<file path="src/rtl/super_register_8bit.sv">
// 8-bit multi-function register: load, serial shift, rotate, hold and up/down
// count. A registered flag holds the bit shifted or rotated out, or the counter carry/borrow.
module super_register_8bit (
  input  logic       clk,
  input  logic       rst,
  input  logic [7:0] in_data,
  input  logic [2:0] operation,
  input  logic       in_shift_right,
  input  logic       in_shift_left,
  output logic [7:0] out_data,
  output logic       flag
);

  typedef enum logic [2:0] {
    OP_LOAD         = 3'd0,
    OP_SHIFT_RIGHT  = 3'd1,
    OP_SHIFT_LEFT   = 3'd2,
    OP_ROTATE_RIGHT = 3'd3,
    OP_ROTATE_LEFT  = 3'd4,
    OP_STORE        = 3'd5,
    OP_COUNT_UP     = 3'd6,
    OP_COUNT_DOWN   = 3'd7
  } op_e;

  logic [7:0] data_r;
  logic       flag_r;
  logic [7:0] data_next_s;
  logic       flag_next_s;
  op_e        op_s;

  assign op_s = op_e'(operation);

  // Next register value and status flag for the sampled opcode.
  always_comb begin
    data_next_s = data_r;
    flag_next_s = flag_r;
    case (op_s)
      OP_LOAD: begin
        data_next_s = in_data;
        flag_next_s = 1'b0;
      end
      OP_SHIFT_RIGHT: begin
        data_next_s = {in_shift_right, data_r[7:1]};
        flag_next_s = data_r[0];
      end
      OP_SHIFT_LEFT: begin
        data_next_s = {data_r[6:0], in_shift_left};
        flag_next_s = data_r[7];
      end
      OP_ROTATE_RIGHT: begin
        data_next_s = {data_r[0], data_r[7:1]};
        flag_next_s = data_r[0];
      end
      OP_ROTATE_LEFT: begin
        data_next_s = {data_r[6:0], data_r[7]};
        flag_next_s = data_r[7];
      end
      OP_STORE: begin
        data_next_s = data_r;
        flag_next_s = flag_r;
      end
      OP_COUNT_UP: begin
        // 9-bit sum: the carry out becomes the flag
        {flag_next_s, data_next_s} = {1'b0, data_r} + 9'd1;
      end
      OP_COUNT_DOWN: begin
        data_next_s = data_r - 8'd1;
        flag_next_s = (data_r == 8'h00) ? 1'b1 : 1'b0;
      end
      default: begin
        data_next_s = data_r;
        flag_next_s = flag_r;
      end
    endcase
  end

  // State register with asynchronous reset.
  always_ff @(posedge clk or posedge rst) begin
    if (rst) begin
      data_r <= 8'h00;
      flag_r <= 1'b0;
    end else begin
      data_r <= data_next_s;
      flag_r <= flag_next_s;
    end
  end

  assign out_data = data_r;
  assign flag     = flag_r;

endmodule

</file>
<file path="config.mk">
export PLATFORM = sky130hd
export DESIGN_NAME = super_register_8bit
export DESIGN_NICKNAME = d
export VERILOG_FILES = /design/src/rtl/super_register_8bit.sv
export SDC_FILE = /design/constraint.sdc
export NUM_CORES = 1
export LEC_CHECK = 0
export ABC_CLOCK_PERIOD_IN_PS = 6100
export CORE_MARGIN = 2
export CORE_UTILIZATION = 30
export DETAILED_ROUTE_END_ITERATION = 16
export PLACE_DENSITY = 0.51
export SETUP_SLACK_MARGIN = 0.02
export SLEW_MARGIN = 40
export SYNTH_ARGS = -nofsm -noshare
export SYNTH_HDL_FRONTEND = slang
export SYNTH_SLANG_ARGS = --single-unit
</file>
<file path="constraint.sdc">
create_clock -name clk -period 6.1 [get_ports clk]
set_clock_uncertainty 0.2 [all_clocks]
set_input_delay 0.915 -clock clk [delete_from_list [all_inputs] [get_ports clk]]
set_output_delay 0.915 -clock clk [all_outputs]
set_load 0.02 [all_outputs]
</file>
# --- Yosys cells after proc, flatten, opt, wreduce, memory -nomap -nowiden ---
# Index checks and enable logic that the tools add are counted.
classes:
  reduce_logical: 4
  mux: 3
  n_eq_ne: 7
  addsub: 2
ops:
  columns: ["op", "count"]
  rows:
  - ["$pmux W8 S7", 1]
  - ["$eq A3 B3 Y1 const B", 4]
  - ["$add A8 B1 Y9 const B", 1]
  - ["$logic_not A8 Y1", 1]
  - ["$sub A8 B1 Y8 const B", 1]
  - ["$eq A3 B2 Y1 const B", 2]
  - ["$pmux W1 S5", 1]
  - ["$reduce_or A2 Y1", 2]
  - ["$eq A3 B1 Y1 const B", 1]
  - ["$logic_not A3 Y1", 1]
  - ["$mux W1", 1]
word_totals:
  input_bits: 15
  register_bits: 9
  out_inout_bits: 9
  elab_cells: 18

# --- Depth between registers and ports, before layout ---
# Gate-level depths: netlist of run 1.
logic_depth:
  ltp_word: 3
  ltp_mapped: 7
  depth_no_buf: 6

# --- Least setup slack after synthesis of run 1 ---
# OpenSTA, ideal clock, no wires.
synth_path:
  path_type: "input to register"
  from: "input port operation[0]"
  to: "register data_r[5], in the netlist out_data[5]"
  arrival_ns: 1.941
  setup_time_ns: 0.139
  setup_slack_ns: 3.820
  path_buffers: 0
  cell_stages: 4
  cell_sequence: "or4b_4 > o32a_1 > a32oi_1 > o311ai_1"
synth_between:
  elab_chain_len: 2
  elab_cells_between_ends: 9
  cone_classes: "eq/ne: 7; mux: 1; reduce/logical: 1"
synth_lines:
  columns: ["item", "line_no", "rtl"]
  rows:
  - ["from (decl)", "7", "input logic [2:0] operation,"]
  - ["$eq A3 B3 Y1 (tied with other cells)", "37", "case (op_s)"]
  - ["$pmux W8 S7", "37", null]
  - ["to (signal assigned)", "83", "data_r <= data_next_s;"]
  - ["to (decl)", "25", "logic [7:0] data_r;"]
# Parallel ways exist; a longest one is shown, timed or not.
# A chain may end at the register's enable or synchronous reset.

# --- Final worst setup path of run 1 ---
layout_path:
  from: "input port operation[2]"
  to: "register data_r[6], in the netlist out_data[6]"
# The elaborated chain is that of the path after synthesis.

==> key figures, run 1 <==
Synth
  • Post-synth EDFFs: 0
  • Sequential share of the synthesized area: 23.8%
  • Primary FF master, synth: dfrtp_1
  • Distinct cell type count after synthesis: 44
  • Most common cell in the netlist: clkbuf_1
  • Cells after Synth: 120
  • Yosys warnings: 0
  • Cell area after synthesis: 946 um2
  • Top post-synthesis cells by count: clkbuf_1, dfrtp_1, nor2_1
  • Area share of the largest cell type after synthesis: 23.8%
  • Synthesized flop and latch total: 9
  • Cell taking the most area after synthesis: dfrtp_1
  • Synth async-reset ratio: 100%
  • Syn Area/Cell: 7.88 um2
  • Area contributors post-synth: dfrtp_1, xnor2_1, mux2i_1
  • Syn_nets: 138

GRT
  • Initial antenna violation count: 0
  • GRT Overall Usage: 17.3%
  • First-pass GRT wire length: 4660 um
  • Grt ovf: 0
  • Vias in the first global route: 939
  • Largest net degree at the start of global routing: 31

Layout
  • Layout cell share with drive strength beyond 1: 3.73%
  • Final core utilization: 39.4%
  • NumNets Final: 153
  • FILL cells: 326
  • Area Overhead vs Synth: 26.2%
  • Ant diodes: 0
  • Post-route cell area: 0.00119 mm2

Routing
  • Pre-Repair DR Iteration Count: 4
  • Vias per inst: 5.47
  • # DRC: 0
  • WL final: 2720 um
  • WL per Instance: 15.3 um
  • Initial drt markers: 25
  • Post-DRT Antenna Nets: 0
  • Via count: 973

STA
  • Setup violators final: 0
  • Fmax: 348 MHz
  • Pins Over Slew Limit: 0
  • Final Cycle Share: 47.2%
  • Final setup TNS: 0 ps
  • Worst-Margin Slew: 736 ps
  • Slew headroom: 50.8%
  • Crit path time final: 2880 ps
  • Setup slack after layout: 3220 ps
  • Final hold viol count: 0
  • Unrepaired setup endpoints after global routing: no
  • Hold slack final: 500 ps

Placed design
  • Place WS: 2930 ps
  • Port Buf Inserts: 23
  • Routability-driven placement congestion ratio: 0.827
  • Dpl hpwl: 1940 um
  • Placed Area: 0.00117 mm2

CTS
  • Cts-stage hold buffer count: 0
  • Max H-tree Level: 1
  • PostCTS Resize Cnt: 0
  • CTS tree: yes
  • Reg clk slew, reported paths: 70 ps
  • Cts bufs inserted: 3
  • Clock Tree Buf Depth: 2
  • Postcts setup bufs: 0
  • Root buf cell: clkbuf_4
  • Worst-Skew Late Latency: 270 ps
  • TritonCTS Sinks: 9

Power and ir drop
  • Int Power: 0.164 mW
  • Maximum vdd drop: 0.0865 mV
  • Switching Power: 0.125 mW
  • Switching Fraction: 43.1%
  • Clock group share of total power: 18.0%
  • Combinational fraction of design power: 45.5%
  • Sequential power share: 36.5%
  • Power per cell area: 242 mW/mm2
  • Leak Pwr: 0.445 nW

Critical path
  • Critical Path Start Type: input port
  • Crit end category: flop
  • Critical Path Fanout Max: 23
  • Critical Path AT: 2820 ps
  • Crit Path Category: input port to flop
  • Worst Path Required: 6050 ps

Run status
  • Status: complete, no violations

Floorplan
  • Std cell rows: 20
  • Die height: 60.2 um
  • Die Area: 0.00362 mm2
  • Core ar.: 0.00303 mm2
  • Initial Util: 31.2%
  • IO Count: 24
  • Die X: 60.2 um

Flow run
  • Max-cap viol count: 0

Min path
  • Worst min path class: flop to flop
==> metal layers <==
metal | global-route usage, % | wire (um)
met1 | 23.8 | 1240
met2 | 26.7 | 1310
met3 | 2.16 | 121
met4 | 7.94 | 47
met5 | 0 | 0
==> worst max-delay path, stage by stage <==
cell	delay, ps
clkdlybuf4s50_1	950
nand2_1	400
o22a_1	300
o211ai_1	140
o21ai_0	110
==> logic make-up (layout without fill, tap and decap cells) <==
| family | after synthesis | after routing | synth area share, % |
|---|---|---|---|
| xor gates and xnor gates | 7 | 7 | 6.48 |
| DFF | 9 | 9 | 23.8 |
| muxes | 4 | 4 | 4.23 |
| adders and majority gates | 3 | 3 | 3.97 |
| and+or+nand+nor | 32 | 32 | 19.3 |
| buffers and inverters | 21 | 35 | 9.39 |
| AOI/OAI and AO/OA | 44 | 44 | 32.8 |
==> registers in the layout, indices dropped and copies added (netlist names) <==
| register | flops |
|---|---|
| flag | 1 |
| out_data | 8 |
==> final cells by class <==
class                           instances  area, um2  share of cell area (%)
Clock buffer                            4       26.3                    2.20
Inverter                                8       30.0                    2.52
Multi-Input combinational cell         90        632                    52.9
Sequential cell                         9        225                    18.9
Tap cell                               44       55.1                    4.61
Timing Repair Buffer                   23        225                    18.9
==> power by group through the flow <==
stage | logic, mW | clock network [mW] | registers [mW]
after floorplan | 0.0927 | 0 | 0.0975
after detailed placement | 0.132 | 0 | 0.107
after global placement | 0.132 | 0 | 0.106
after global routing | 0.146 | 0.0541 | 0.110
after CTS | 0.132 | 0.0520 | 0.105
final | 0.132 | 0.0520 | 0.106
==> layout by cell type (no fill, tap or decap), types with 2 or more instances in the layout <==
cell | netlist | layout
o32ai_1 | 3 | 3
nor2_1 | 9 | 9
o22ai_1 | 5 | 5
nor3b_1 | 4 | 4
o22a_1 | 2 | 2
mux2i_1 | 4 | 4
dfrtp_1 | 9 | 9
o32a_1 | 2 | 2
clkdlybuf4s50_1 | 0 | 22
inv_1 | 8 | 8
xnor2_1 | 5 | 5
o221ai_1 | 2 | 2
a31oi_1 | 2 | 2
a32oi_1 | 2 | 2
clkbuf_4 | 0 | 3
nor3_1 | 2 | 2
nand2b_1 | 3 | 3
a2bb2oi_1 | 2 | 2
o21ai_0 | 8 | 8
nand2_1 | 4 | 4
ha_1 | 3 | 3
xor2_1 | 2 | 2
a21oi_1 | 6 | 6
==> final timing paths <==
check,start,cells past startpoint,end,slack (ps)
max,operation[2],5,out_data[6],3220
min,out_data[7],2,flag,500
max reg2reg,out_data[0],4,out_data[5],4020
min reg2reg,out_data[7],2,flag,500
max in group asynchronous,rst,2,out_data[1],4700
min in group asynchronous,rst,2,out_data[3],720
==> metrics by stage <==
stage / total power, mW / instances
6_report: 0.289 / 178
5_1_grt: 0.309 / 178
4_1_cts: 0.290 / 178
3_5_place_dp: 0.239 / 174
3_3_place_gp: 0.238 / 174
2_1_floorplan: 0.190 / 120
Note: power is estimated with default switching activity, not from simulation.
==> run 2: changes to the inputs <==
Settings changed: ABC_CLOCK_PERIOD_IN_PS 6100 to 2800.
Clock period 6.1 ns to 2.8 ns, I/O delays scaled along.
==> run 2 against run 1 <==
Final area up 2.3%. Hold slack worse by 270 ps. Final cell count up 1.7%. Non-clock buffer count up 3. Critical path type is now flop to output port. Register-to-register slack worse by 3300 ps. Count of clock-buffer cells in the layout unchanged. Largest power group unchanged. Combinational power up 120%. Power up 120%. Flip-flop and latch count unchanged.
==> key figures, run 2 (synthesis gave the netlist of run 1 again) <==
Routing
  • WL final: 2800 um (was 2720 um)
  • Initial drt markers: 41 (was 25)
  • Pre-Repair DR Iteration Count: 4 (unchanged)
  • Post-DRT Antenna Nets: 0 (unchanged)
  • # DRC: 0 (unchanged)
  • Via count: 1008 (was 973)
  • WL per Instance: 15.5 um (was 15.3 um)
  • Vias per inst: 5.57 (was 5.47)

STA
  • Final Cycle Share: 77.1%
  • Worst-Margin Slew: 609 ps (was 736 ps)
  • Setup violators final: 0 (unchanged)
  • Final hold viol count: 0 (unchanged)
  • Unrepaired setup endpoints after global routing: no (unchanged)
  • Crit path time final: 2160 ps
  • Pins Over Slew Limit: 0 (unchanged)
  • Fmax: 463 MHz
  • Slew headroom: 59.0% (was 50.8%)
  • Final setup TNS: 0 ps (unchanged)

Power and ir drop
  • Power per cell area: 519 mW/mm2 (was 242 mW/mm2)
  • Switching Power: 0.272 mW (was 0.125 mW)
  • Int Power: 0.362 mW (was 0.164 mW)
  • Maximum vdd drop: 0.178 mV (was 0.0865 mV)
  • Combinational fraction of design power: 46.2% (was 45.5%)
  • Clock group share of total power: 17.8% (was 18.0%)
  • Leak Pwr: 0.460 nW (was 0.445 nW)
  • Final Power: 0.634 mW (was 0.289 mW)
  • Switching Fraction: 42.9% (was 43.1%)
  • Sequential power share: 36.1% (was 36.5%)

Critical path
  • Crit-path cells: clkdlybuf4s50_1 (was clkdlybuf4s50_1 -> nand2_1 -> o22a_1 -> o211ai_1 -> o21ai_0)
  • Worst Path Required: 2180 ps (was 6050 ps)
  • Crit Path Category: flop to output port (was input port to flop)
  • Top delay family on crit path: buffers and inverters (unchanged)
  • Slowest CP cell: clkdlybuf4s50_1 (unchanged)
  • Crit end category: output port (was flop)
  • CP Buf/Inv Count: 1 (unchanged)
  • Crit-path max cell delay: 680 ps (was 950 ps)
  • Critical Path Start Type: flop (was input port)
  • Critical Path Fanout Max: 11 (was 23)
  • Critical Path AT: 1540 ps (was 2820 ps)

Run status
  • Status: complete, no violations (unchanged)

CTS
  • TritonCTS Sinks: 9 (unchanged)
  • PostCTS Resize Cnt: 0 (unchanged)
  • CTS tree: yes (unchanged)
  • Postcts setup bufs: 0 (unchanged)
  • Cts bufs inserted: 3 (unchanged)
  • Cts-stage hold buffer count: 0 (unchanged)
  • Reg clk slew, reported paths: 70 ps (about the same)
  • Root buf cell: clkbuf_4 (unchanged)
  • Worst-Skew Late Latency: 270 ps (about the same)
  • Clock Tree Buf Depth: 2 (unchanged)
  • Max H-tree Level: 1 (unchanged)

Floorplan
  • IO Count: 24 (unchanged)
  • Die Area: 0.00362 mm2 (unchanged)
  • Core ar.: 0.00303 mm2 (unchanged)
  • Die X: 60.2 um (unchanged)
  • Std cell rows: 20 (unchanged)
  • Initial Util: 31.2% (unchanged)
  • Die height: 60.2 um (unchanged)

Flow run
  • Max-cap viol count: 0 (unchanged)

Placed design
  • Dpl hpwl: 1960 um (was 1940 um)
  • Routability-driven placement congestion ratio: 0.808 (was 0.827)
  • Port Buf Inserts: 23 (unchanged)

Layout
  • Most frequent cells in the layout: clkdlybuf4s50_1, nor2_1, dfrtp_1, o21ai_0, inv_1 (unchanged)
  • NumNets Final: 156 (was 153)
  • Largest register FFs: 8 (unchanged)
  • Most common cell after layout, fill and taps aside: clkdlybuf4s50_1 (unchanged)
  • Layout cell share with drive strength beyond 1: 5.11% (was 3.73%)
  • Area Overhead vs Synth: 29.1% (was 26.2%)
  • Ant diodes: 0 (unchanged)

Min path
  • Worst min path class: input port to async pin (was flop to flop)

GRT
  • First-pass GRT wire length: 4600 um (was 4660 um)
  • Initial antenna violation count: 0 (unchanged)
  • GRT Overall Usage: 17.0% (was 17.3%)
  • Largest net degree at the start of global routing: 30 (was 31)
  • Vias in the first global route: 937 (was 939)
  • Grt ovf: 0 (unchanged)
-- run 2: power by group through the flow --
| stage | Clock, mW | Combinational [mW] | Sequential [mW] |
|---|---|---|---|
| floorplan | 0 | 0.202 | 0.212 |
| global placement | 0 | 0.292 | 0.232 |
| detailed placement | 0 | 0.293 | 0.231 |
| CTS | 0.115 | 0.293 | 0.228 |
| global route | 0.124 | 0.324 | 0.238 |
| finish | 0.113 | 0.293 | 0.229 |
-- run 2: path summary, 6_finish.rpt --
| kind | from | end | slack, ps | cells after the start |
|---|---|---|---|---|
| max | out_data[0] | out_data[0] | 640 | 1 |
| min | rst | out_data[3] | 240 | 2 |
| max reg2reg | out_data[0] | out_data[5] | 710 | 4 |
| min reg2reg | out_data[7] | flag | 520 | 2 |
| max in group asynchronous | rst | flag | 1880 | 2 |
| min in group clk | out_data[7] | flag | 520 | 2 |
-- run 2: area by class of cell --
class | instances | area (um2)
Clock buffer | 4 | 26.3
Fill cell | 311 | 1810
Inverter | 8 | 30.0
Multi-Input combinational cell | 90 | 632
Sequential cell | 9 | 225
Tap cell | 44 | 55.1
Timing Repair Buffer | 26 | 253
-- run 2: per-stage QoR --
step	worst slack, ps	hold WS [ps]	instance area, um2	utilization (%)	instances
after floorplan	729	47.9	946	-	120
after global placement	370	489	1190	39.5	177
after detailed placement	407	502	1190	39.5	177
after CTS	645	251	1220	40.3	181
after global routing	526	288	1220	40.3	181
final	642	235	1220	40.3	181
-- run 2: layer usage --
layer / vias up / share of wire [%] / track usage, %
met2: 32 / 49 / 25.5
li1: 489 / - / -
met4: 0 / 1.5 / 8.89
met3: 4 / 4.1 / 1.08
met5: - / 0 / 0
met1: 483 / 45 / 24.3
==> run 3: changes to the inputs <==
Settings changed: ABC_CLOCK_PERIOD_IN_PS 2800 to 2100.
Clock period 2.8 ns to 2.1 ns, I/O delays scaled along.
==> run 3 against run 2 <==
Utilization up 3.1 points. Power up 42%. Non-clock buffer count up 11.
==> key figures, run 3 (synthesis gave the netlist of run 1 again) <==
CTS
  • Cts-stage hold buffer count: 0 (unchanged)
  • Max H-tree Level: 1 (unchanged)
  • CTS tree: yes (unchanged)
  • PostCTS Resize Cnt: 0 (unchanged)
  • Cts bufs inserted: 3 (unchanged)
  • Worst-Skew Late Latency: 270 ps (about the same)
  • Clock Tree Buf Depth: 2 (unchanged)
  • Postcts setup bufs: 0 (unchanged)
  • TritonCTS Sinks: 9 (unchanged)
  • Root buf cell: clkbuf_4 (unchanged)
  • Reg clk slew, reported paths: 70 ps (about the same)

Floorplan
  • Core ar.: 0.00303 mm2 (unchanged)
  • Die Area: 0.00362 mm2 (unchanged)
  • Die X: 60.2 um (unchanged)
  • Die height: 60.2 um (unchanged)
  • IO Count: 24 (unchanged)
  • Initial Util: 31.2% (unchanged)
  • Std cell rows: 20 (unchanged)

Critical path
  • Top delay family on crit path: buffers and inverters (unchanged)
  • Worst R2R Path Depth: 4 (unchanged)
  • Critical Path AT: 1490 ps (was 1540 ps)
  • Worst R2R Setup Slack: 160 ps (was 710 ps)
  • Slowest CP cell: clkdlybuf4s50_1 (unchanged)
  • Worst Path Required: 1580 ps (was 2180 ps)
  • Critical Path Start Type: flop (unchanged)
  • Crit-path max cell delay: 670 ps (was 680 ps)
  • Crit end category: output port (unchanged)
  • CP Buf/Inv Count: 1 (unchanged)
  • Critical Path Fanout Max: 10 (was 11)
  • Crit-path cells: clkdlybuf4s50_1 (unchanged)
  • Crit Path Category: flop to output port (unchanged)
  • R2r endpoint: out_data[7] (was out_data[5])
  • Reg-to-Reg Start: out_data[5] (was out_data[0])

STA
  • Worst-Margin Slew: 695 ps (was 609 ps)
  • Fmax: 500 MHz
  • Hold slack final: 116 ps (was 235 ps)
  • Final hold viol count: 0 (unchanged)
  • Slew headroom: 53.3% (was 59.0%)
  • Final Cycle Share: 95.3%
  • Setup slack after layout: 98.2 ps (was 642 ps)
  • Unrepaired setup endpoints after global routing: no (unchanged)
  • Pins Over Slew Limit: 0 (unchanged)
  • Setup violators final: 0 (unchanged)
  • Crit path time final: 2000 ps
  • Final setup TNS: 0 ps (unchanged)

Routing
  • Post-DRT Antenna Nets: 0 (unchanged)
  • Vias per inst: 5.40 (was 5.57)
  • Initial drt markers: 46 (was 41)
  • Pre-Repair DR Iteration Count: 4 (unchanged)
  • WL final: 2930 um (was 2800 um)
  • Via count: 1037 (was 1008)
  • # DRC: 0 (unchanged)
  • WL per Instance: 15.3 um (was 15.5 um)

Layout
  • NumNets Final: 167 (was 156)
  • Final non-filler cell total: 192 (was 181)
  • Largest register FFs: 8 (unchanged)
  • Layout cell share with drive strength beyond 1: 12.2% (was 5.11%)
  • Final core utilization: 43.5% (was 40.3%)
  • Most common cell after layout, fill and taps aside: clkdlybuf4s50_1 (unchanged)
  • Area Overhead vs Synth: 39.2% (was 29.1%)
  • Most frequent cells in the layout: clkdlybuf4s50_1, buf_4, nor2_1, dfrtp_1 (was clkdlybuf4s50_1, nor2_1, dfrtp_1, o21ai_0, inv_1)
  • Post-route cell area: 0.00132 mm2 (was 0.00122 mm2)
  • Ant diodes: 0 (unchanged)

Run status
  • Status: complete, no violations (unchanged)

Placed design
  • Dpl hpwl: 2200 um (was 1960 um)
  • Port Buf Inserts: 23 (unchanged)
  • Placed Area: 0.00129 mm2 (was 0.00119 mm2)
  • Routability-driven placement congestion ratio: 0.869 (was 0.808)
  • Place WS: -117 ps (was 407 ps)
  • Cells after DPL: 188 (was 177)

Power and ir drop
  • Switching Power: 0.375 mW (was 0.272 mW)
  • Maximum vdd drop: 0.268 mV (was 0.178 mV)
  • Combinational fraction of design power: 55.5% (was 46.2%)
  • Final Power: 0.901 mW (was 0.634 mW)
  • Power per cell area: 684 mW/mm2 (was 519 mW/mm2)
  • Sequential power share: 28.1% (was 36.1%)
  • Leak Pwr: 0.516 nW (was 0.460 nW)
  • Switching Fraction: 41.6% (was 42.9%)
  • Clock group share of total power: 16.4% (was 17.8%)
  • Int Power: 0.526 mW (was 0.362 mW)

GRT
  • GRT Overall Usage: 18.3% (was 17.0%)
  • Initial antenna violation count: 0 (unchanged)
  • Vias in the first global route: 1005 (was 937)
  • Largest net degree at the start of global routing: 30 (unchanged)
  • First-pass GRT wire length: 4910 um (was 4600 um)
  • Grt ovf: 0 (unchanged)

Min path
  • Worst min path class: input port to async pin (unchanged)

Flow run
  • Max-cap viol count: 0 (unchanged)
==> run 3: metal layers <==
metal  up-vias  share of wire (%)  routed length (um)  global-route usage [%]
met2        35                 46                1360                    27.6
met1       488                 47                1380                    26.8
li1        507                  -                   -                       -
met5         -                  0                   0                       0
met3         7                4.5                 131                    1.30
met4         0                2.2                  64                    6.98
==> run 3: area by class of cell <==
type / instances / area [um2]
fill: 313 / 1710
multi-input combinational: 90 / 632
timing repair buffer: 37 / 348
sequential: 9 / 225
tap: 44 / 55.1
inverter: 8 / 30.0
clock buffer: 4 / 26.3
==> run 3: worst max path at each step <==
stage / start / to / slack, ps / cells past startpoint
finish: out_data[5] / out_data[5] / 100 / 1
global route: out_data[5] / out_data[7] / 40 / 4
CTS: out_data[5] / out_data[5] / 90 / 1
detailed placement: operation[0] / out_data[5] / -120 / 5
global placement: operation[0] / out_data[5] / -110 / 5
floorplan: out_data[0] / out_data[5] / 30 / 5
==> run 3: power by group through the flow <==
stage	registers (mW)	logic (mW)	clock network (mW)
after floorplan	0.283	0.269	0
after global placement	0.257	0.502	0
after detailed placement	0.257	0.499	0
after CTS	0.254	0.501	0.150
after global routing	0.259	0.548	0.154
final	0.253	0.500	0.148
